[src/rtl/com_ram_pkg.sv]
// Shared helpers for the com_* RAM shells.
// Width functions for lanes and addresses plus the system word width.
package com_ram_pkg;

  localparam int COM_SYS_W = 32;

  function automatic int lane_w(int data_w, int strb_w);
    return (strb_w > 0) ? data_w / strb_w : data_w;
  endfunction

  function automatic int addr_w(int depth);
    return (depth > 1) ? $clog2(depth) : 1;
  endfunction

endpackage

[src/rtl/com_tpram_dff_lane.sv]
// One write lane of the flop RAM: storage column plus write decode.
// Ports: clk, rst, we, wr_addr, wr_data, rd_addr -> rd_word (comb).
module com_tpram_dff_lane #(
  parameter int LANE_W = 32,
  parameter int DEPTH  = 64,
  parameter int ADDR_W = 6
) (
  input  logic              clk,
  input  logic              rst,
  input  logic              we,
  input  logic [ADDR_W-1:0] wr_addr,
  input  logic [LANE_W-1:0] wr_data,
  input  logic [ADDR_W-1:0] rd_addr,
  output logic [LANE_W-1:0] rd_word
);

  logic [LANE_W-1:0] col [DEPTH];

  always_ff @(posedge clk or posedge rst) begin
    if (rst) begin
      for (int w = 0; w < DEPTH; w++) col[w] <= '0;
    end else if (we) begin
      for (int w = 0; w < DEPTH; w++)
        if (wr_addr == ADDR_W'(w)) col[w] <= wr_data;
    end
  end

  // Address compare mux: an address matching no word reads as 0.
  always_comb begin
    rd_word = '0;
    for (int w = 0; w < DEPTH; w++)
      if (rd_addr == ADDR_W'(w)) rd_word = col[w];
  end

endmodule

[src/rtl/com_tpram_dff.sv]
// Flop-based 1W/1R RAM, one clock, per-lane strobes, 1-cycle read.
// Ports: clk, rst, wr_en, wr_addr, wr_data, rd_en, rd_addr, rd_data.
module com_tpram_dff
  import com_ram_pkg::*;
#(
  parameter  int DATA_W = 32,
  parameter  int DEPTH  = 64,
  parameter  int STRB_W = 1,
  localparam int ADDR_W = addr_w(DEPTH),
  localparam int LANE_W = lane_w(DATA_W, STRB_W)
) (
  input  logic              clk,
  input  logic              rst,
  input  logic [STRB_W-1:0] wr_en,
  input  logic [ADDR_W-1:0] wr_addr,
  input  logic [DATA_W-1:0] wr_data,
  input  logic              rd_en,
  input  logic [ADDR_W-1:0] rd_addr,
  output logic [DATA_W-1:0] rd_data
);

  if (STRB_W < 1 || STRB_W > DATA_W ||
      (DATA_W % STRB_W) != 0) begin : g_bad_cfg
    $fatal(1, "com_tpram_dff: bad DATA_W/STRB_W");
  end

  logic              wr_ok;
  logic              rd_ok;
  logic [DATA_W-1:0] rd_word;

  assign wr_ok = 32'(wr_addr) < DEPTH;
  assign rd_ok = 32'(rd_addr) < DEPTH;

  for (genvar i = 0; i < STRB_W; i++) begin : g_lane
    com_tpram_dff_lane #(
      .LANE_W (LANE_W),
      .DEPTH  (DEPTH),
      .ADDR_W (ADDR_W)
    ) u_lane (
      .clk     (clk),
      .rst     (rst),
      .we      (wr_en[i] & wr_ok),
      .wr_addr (wr_addr),
      .wr_data (wr_data[i*LANE_W +: LANE_W]),
      .rd_addr (rd_addr),
      .rd_word (rd_word[i*LANE_W +: LANE_W])
    );
  end

  // Storage updates on the same edge, so this samples pre-write data.
  always_ff @(posedge clk or posedge rst) begin
    if (rst)        rd_data <= '0;
    else if (rd_en) rd_data <= rd_ok ? rd_word : '0;
  end

endmodule

[config.mk]
export PLATFORM = sky130hd
export DESIGN_NAME = com_tpram_dff
export DESIGN_NICKNAME = d
export VERILOG_FILES = /design/src/rtl/com_ram_pkg.sv /design/src/rtl/com_tpram_dff_lane.sv /design/src/rtl/com_tpram_dff.sv
export SDC_FILE = /design/constraint.sdc
export NUM_CORES = 2
export LEC_CHECK = 0
export ABC_CLOCK_PERIOD_IN_PS = 202200
export BUFFER_PORTS_ARGS = -buffer_cell sky130_fd_sc_hd__buf_2
export CAP_MARGIN = 0
export CORE_MARGIN = 2
export CORE_UTILIZATION = 45
export CTS_BUF_LIST = sky130_fd_sc_hd__clkbuf_2 sky130_fd_sc_hd__clkbuf_4 sky130_fd_sc_hd__clkbuf_8
export DETAILED_ROUTE_END_ITERATION = 10
export GPL_TIMING_DRIVEN = 0
export PLACE_DENSITY = 0.7
export SLEW_MARGIN = 25
export SYNTH_ARGS = -nofsm -noshare
export SYNTH_HDL_FRONTEND = slang
export SYNTH_SLANG_ARGS = --single-unit
[constraint.sdc]
create_clock -name clk -period 202.2 [get_ports clk]
set_input_delay 30.33 -clock clk [delete_from_list [all_inputs] [get_ports clk]]
set_output_delay 30.33 -clock clk [all_outputs]
set_load 0.02 [all_outputs]
# == After elaboration in Yosys (flattened, before gate mapping) ==
# Index checks and enable logic that the tools add are counted.
# totals
in_bits,48
ram_bits,0
output_inout_bits,32
mem_count,0
word_cells,321
latch_bits,0
romBits,0
ff_bits,2080
# classes
div,0
eq_ne,126
mux,64
n_bitwise,0
order_cmp,0
add_sub_neg,0
shifts,0
mul,0
reduce_logical,66
# op_table
operator,count
$mux W32,64
$eq A6 B6 Y1 const B,64
$eq A6 B5 Y1 const B,32
$reduce_and A2 Y1,64
$eq A6 B4 Y1 const B,16
$eq A6 B3 Y1 const B,8
$eq A6 B2 Y1 const B,4
$eq A6 B1 Y1 const B,2
$logic_not A6 Y1,2

# == Longest topological paths before layout ==
# depth
ltp_word,65
mapped_depth,13
ltp_nobuf,8

# == Modules after synthesis ==
# From an unflattened synthesis, not the netlist that was laid out.
# hier_totals
cells_unflattened,7457
area_unflattened_um2,94815.9
# by_module_without_submodules
mod,n_inst,cells_per_inst,seq_area_each_um2,area_per_inst_um2
com_tpram_dff_lane,1,7388,51249.2,93467.1
com_tpram_dff,1,69,800.8,1348.8

# == Worst setup path before layout ==
# No wires, ideal clock.
# synth_path
path_type,input to register
start,input port rd_addr[3]
end,register rd_data[31]
path_slack_ns,169.758
required_ns,202.067
n_path_buf,3
cell_stages,11
arrival_time_ns,32.308
setup_time_ns,0.133
path_cell_list,buf_6 buf_6 buf_6 nand4b_2 nor2_2 a211oi_2 nand4_1 a221o_1 or4_1 o311ai_1 nand3_1
# synth_via
elab_chain_len,65
elab_cells_between_ends,128
classes_between,eq/ne: 63; mux: 64; reduce/logical: 1
# synth_rtl
item,line,rtl
start: declaration,com_tpram_dff.sv:18,"input logic [ADDR_W-1:0] rd_addr,"
$logic_not A6 Y1,com_tpram_dff_lane.sv:32,if (rd_addr == ADDR_W'(w)) rd_word = col[w];
$mux W32 (63 in a row),com_tpram_dff_lane.sv:32,
$mux W32 (*),com_tpram_dff_lane.sv:32,
end signal: assignment,com_tpram_dff.sv:53,else if (rd_en) rd_data <= rd_ok ? rd_word : '0;
end: declaration,com_tpram_dff.sv:19,output logic [DATA_W-1:0] rd_data
# Mark *: on every way between the ends. The rest lies on a longest branch, timed or not.
# A chain may end at the register's enable or synchronous reset.

# == Worst setup path in the final report ==
# layout_path
start,input port rd_addr[2]
end,register rd_data[13]
# The elaborated chain is that of the path after synthesis.

==> impl_metrics.ini <==
[cells_and_area]
area_delta_synth_final_pct = 13.86
fill_cells = 17520
final_area_sq_mm = 0.1050
fin_nets = 7715
postLayoutCoreUtil_pct = 51.45
drive_gt1_share_pct = 38.21

[yosys]
post-synth-top-count-cell = dfrtp_1
synth_top_area_cell = dfrtp_1
synthesis.nets = 7238
synth_area_leaders = dfrtp_1, mux2_2, a22oi_1
yosysSeqAreaShare_pct = 56.42
synth_common_cells = dfrtp_1, mux2_2, clkbuf_1
synth-seq-cells = 2080
synth_top_area_share_pct = 56.42
yosysUniqueCellTypes = 86
synth-edff-count = 0
synthCells = 7190
synth_flop_cell = dfrtp_1
synth_area_sq_mm = 0.09226
synthArstFlopShare_pct = 100.0
avgSynthCellArea_sq_um = 12.83
synth_warnings = 0

[clocking]
hold_buffers = 0
cts_setup_buffers = 0
tritoncts = built
cts_resized = 0
clock_path_buffers = 4
htree_levels = 5
insertion_delay_ns = 1.16
cts.sinks = 2080
cts_root_buf = clkbuf_8
cts_buffers = 355
clk_pin_slew_worst_paths_ns = 0.06

[worst_setup_path]
r2r_end = rd_data[13]$_DFFE_PP0P_
required_ns = 203.23
crit_chain = buf_2 > buf_6 > buf_6 > and4_1 > nand2_1 > clkbuf_1 > clkbuf_1 > o22ai_1 > nor4_1 > nand2_1 > o211ai_1 > a21boi_0 > o22ai_1
crit_path_top_delay_cell = o211ai_1
ff2ff_path_depth = 6
criticalPathCategory = in -> reg
r2r-start = g_lane[0].u_lane.col[1101]$_DFFE_PP0P_
critPathCaptureType = flip-flop
reg2reg_setup_slack_ns = 197.93
slowest_delay_ns = 1.03
cp_max_fo = 10
start_kind = input pin
arrival_ns = 36.63

[detailed_routing]
num_vias = 73020
ant_nets = 0
routedWlPerCell_um = 38.59
drcViolationCount = 0
viasPerCell = 6.852
dr.pass1.iters = 8
drt_wl_total_um = 411200
drt_iter0_markers = 10950

[die]
fp-row-count = 166
die_h_um = 456.8
initial_core_util_pct = 45.19
core_region_area_sq_mm = 0.2042
die_x_um = 456.8
dieArea_sq_mm = 0.2087
design.portCount = 80

[pwr]
comb_power_share_pct = 11.6
pwr-share-clk_pct = 39.0
peakVddDrop_mv = 0.007553
p_per_area_mw_per_mm2 = 9.779
p_leak_nw = 49.31
internal_power_w = 0.0007467
power.switching_w = 0.0002805
netSwitchingFraction_pct = 27.30
pwr-share-seq_pct = 49.4
p_total_w = 0.001027

[outcome]
outcome = finished clean

[timing]
skew_ns = 0.07389
setup_ws_ns = 166.60
post-route-min-period_ns = 35.60
rsz0062_at_grt = false
slew_headroom_pct = 8.491
slew_viol_final = 0
fmax_mhz = 28.09
setup-violations-final = 0
finalCritPeriodShare_pct = 17.61
worst_pin_slew_ns = 1.361
tns_ns = 0
hold_viol = 0

[hold_path]
hold_depth = 1
hold_path.startpoint = g_lane[0].u_lane.col[310]$_DFFE_PP0P_
holdPathEnd = g_lane[0].u_lane.col[310]$_DFFE_PP0P_
hp-class = reg -> reg

[grt]
overflow = 0
grt_pass1_wl_um = 559100
grt_usage_pct = 38.47
grt_pass1_vias = 70380
grt_max_degree = 105
antenna_found_initial = 63

[flow_run]
cap_violations = 0

[place]
port_buffers = 45
detailedPlace.worstSlack_ns = 166.05
hpwl_um = 303100
place.gp.congestion = 1.057
place_area_sq_mm = 0.09748
## sequential cells by signal, summed over array words and instances (netlist names)
name / flops
g_lane.u_lane.col: 2048
rd_data: 32
## final cells by class
cell class                      count  area [sq um]  share of cell area [%]
Inverter                            4         22.52                 0.02144
Timing Repair Buffer              120          1534                   1.460
Multi-Input combinational cell   4446         37890                   36.07
Tap cell                         2688          3363                   3.202
Buffer                            660          2729                   2.598
Clock buffer                      556          6995                   6.659
Antenna cell                       64         160.2                  0.1525
Sequential cell                  2080         52050                   49.55
Clock inverter                     38         302.8                  0.2882
## how the worst max path moves through the flow
stage | end | slack (ns) | start | cells after the start
floorplan | g_lane[0].u_lane.col[0]$_DFFE_PP0P_ | 113.11 | rst | 1
global route | rd_data[13]$_DFFE_PP0P_ | 166.92 | rd_addr[3] | 13
CTS | rd_data[20]$_DFFE_PP0P_ | 167.18 | rd_addr[3] | 12
detailed placement | rd_data[20]$_DFFE_PP0P_ | 166.05 | rd_addr[3] | 12
finish | rd_data[13]$_DFFE_PP0P_ | 166.60 | rd_addr[2] | 13
global placement | g_lane[0].u_lane.col[1678]$_DFFE_PP0P_ | 93.23 | rst | 2
## power groups by stage
stage,sequential (W),clock (W),combinational [W]
4_1_cts,0.000504,0.000398,0.000115
6_report,0.000507,0.000401,0.000119
2_1_floorplan,0.000504,0,0.0000725
3_5_place_dp,0.000511,0,0.000115
3_3_place_gp,0.000513,0,0.000107
5_1_grt,0.000511,0.000417,0.000123
## routing by layer
layer / global-route usage [%] / share of wire [%]
met5: 1.125 / 0.037
met4: 32.85 / 10
met3: 16.69 / 14
met2: 52.59 / 40
met1: 46.18 / 35
## metrics by stage
step,cells,hold WS (ns)
2_1_floorplan,7190,0.4663
3_3_place_gp,9923,0.4796
3_5_place_dp,9994,0.4866
4_1_cts,10590,0.4996
5_1_grt,10610,0.5073
6_report,10660,0.5000
## critical path, delay by kind of cell
kind                   cells  cell delay [ns]
and+or+nand+nor            4             2.13
buffers and inverters      5             1.93
AOI/OAI and AO/OA          4             2.21
## placed cells by master, fill, tap and decap left out, types with 49 or more instances in the layout
master    synthesis  layout
nand3_1         103     103
nand4_1          53      53
dfrtp_1        2080    2080
nor3_1           88      70
o22ai_1         316     316
diode_2           0      64
nand2_1         319     319
and3_1           49      49
buf_1           184     149
o21ai_0         141     140
clkbuf_1        394     372
nor4_1           87      77
a21oi_1         130     128
mux2_2         2051    2051
clkbuf_8          0     451
a22oi_1         374     374
nor2_1          254     244
buf_2            62     143
clkbuf_4          0     106
## cells by family (layout without fill, tap and decap cells)
family / after synthesis / in the layout / synth area share [%]
DFF: 2080 / 2080 / 56.42
other: 0 / 64 / 0
AOI/OAI and AO/OA: 1309 / 1309 / 9.733
muxes: 2053 / 2053 / 25.05
and+or+nand+nor: 1083 / 1083 / 5.891
buffers and inverters: 664 / 1378 / 2.897
xor gates and xnor gates: 1 / 1 / 0.009495
No activity file was read; power rests on OpenSTA's default activity.
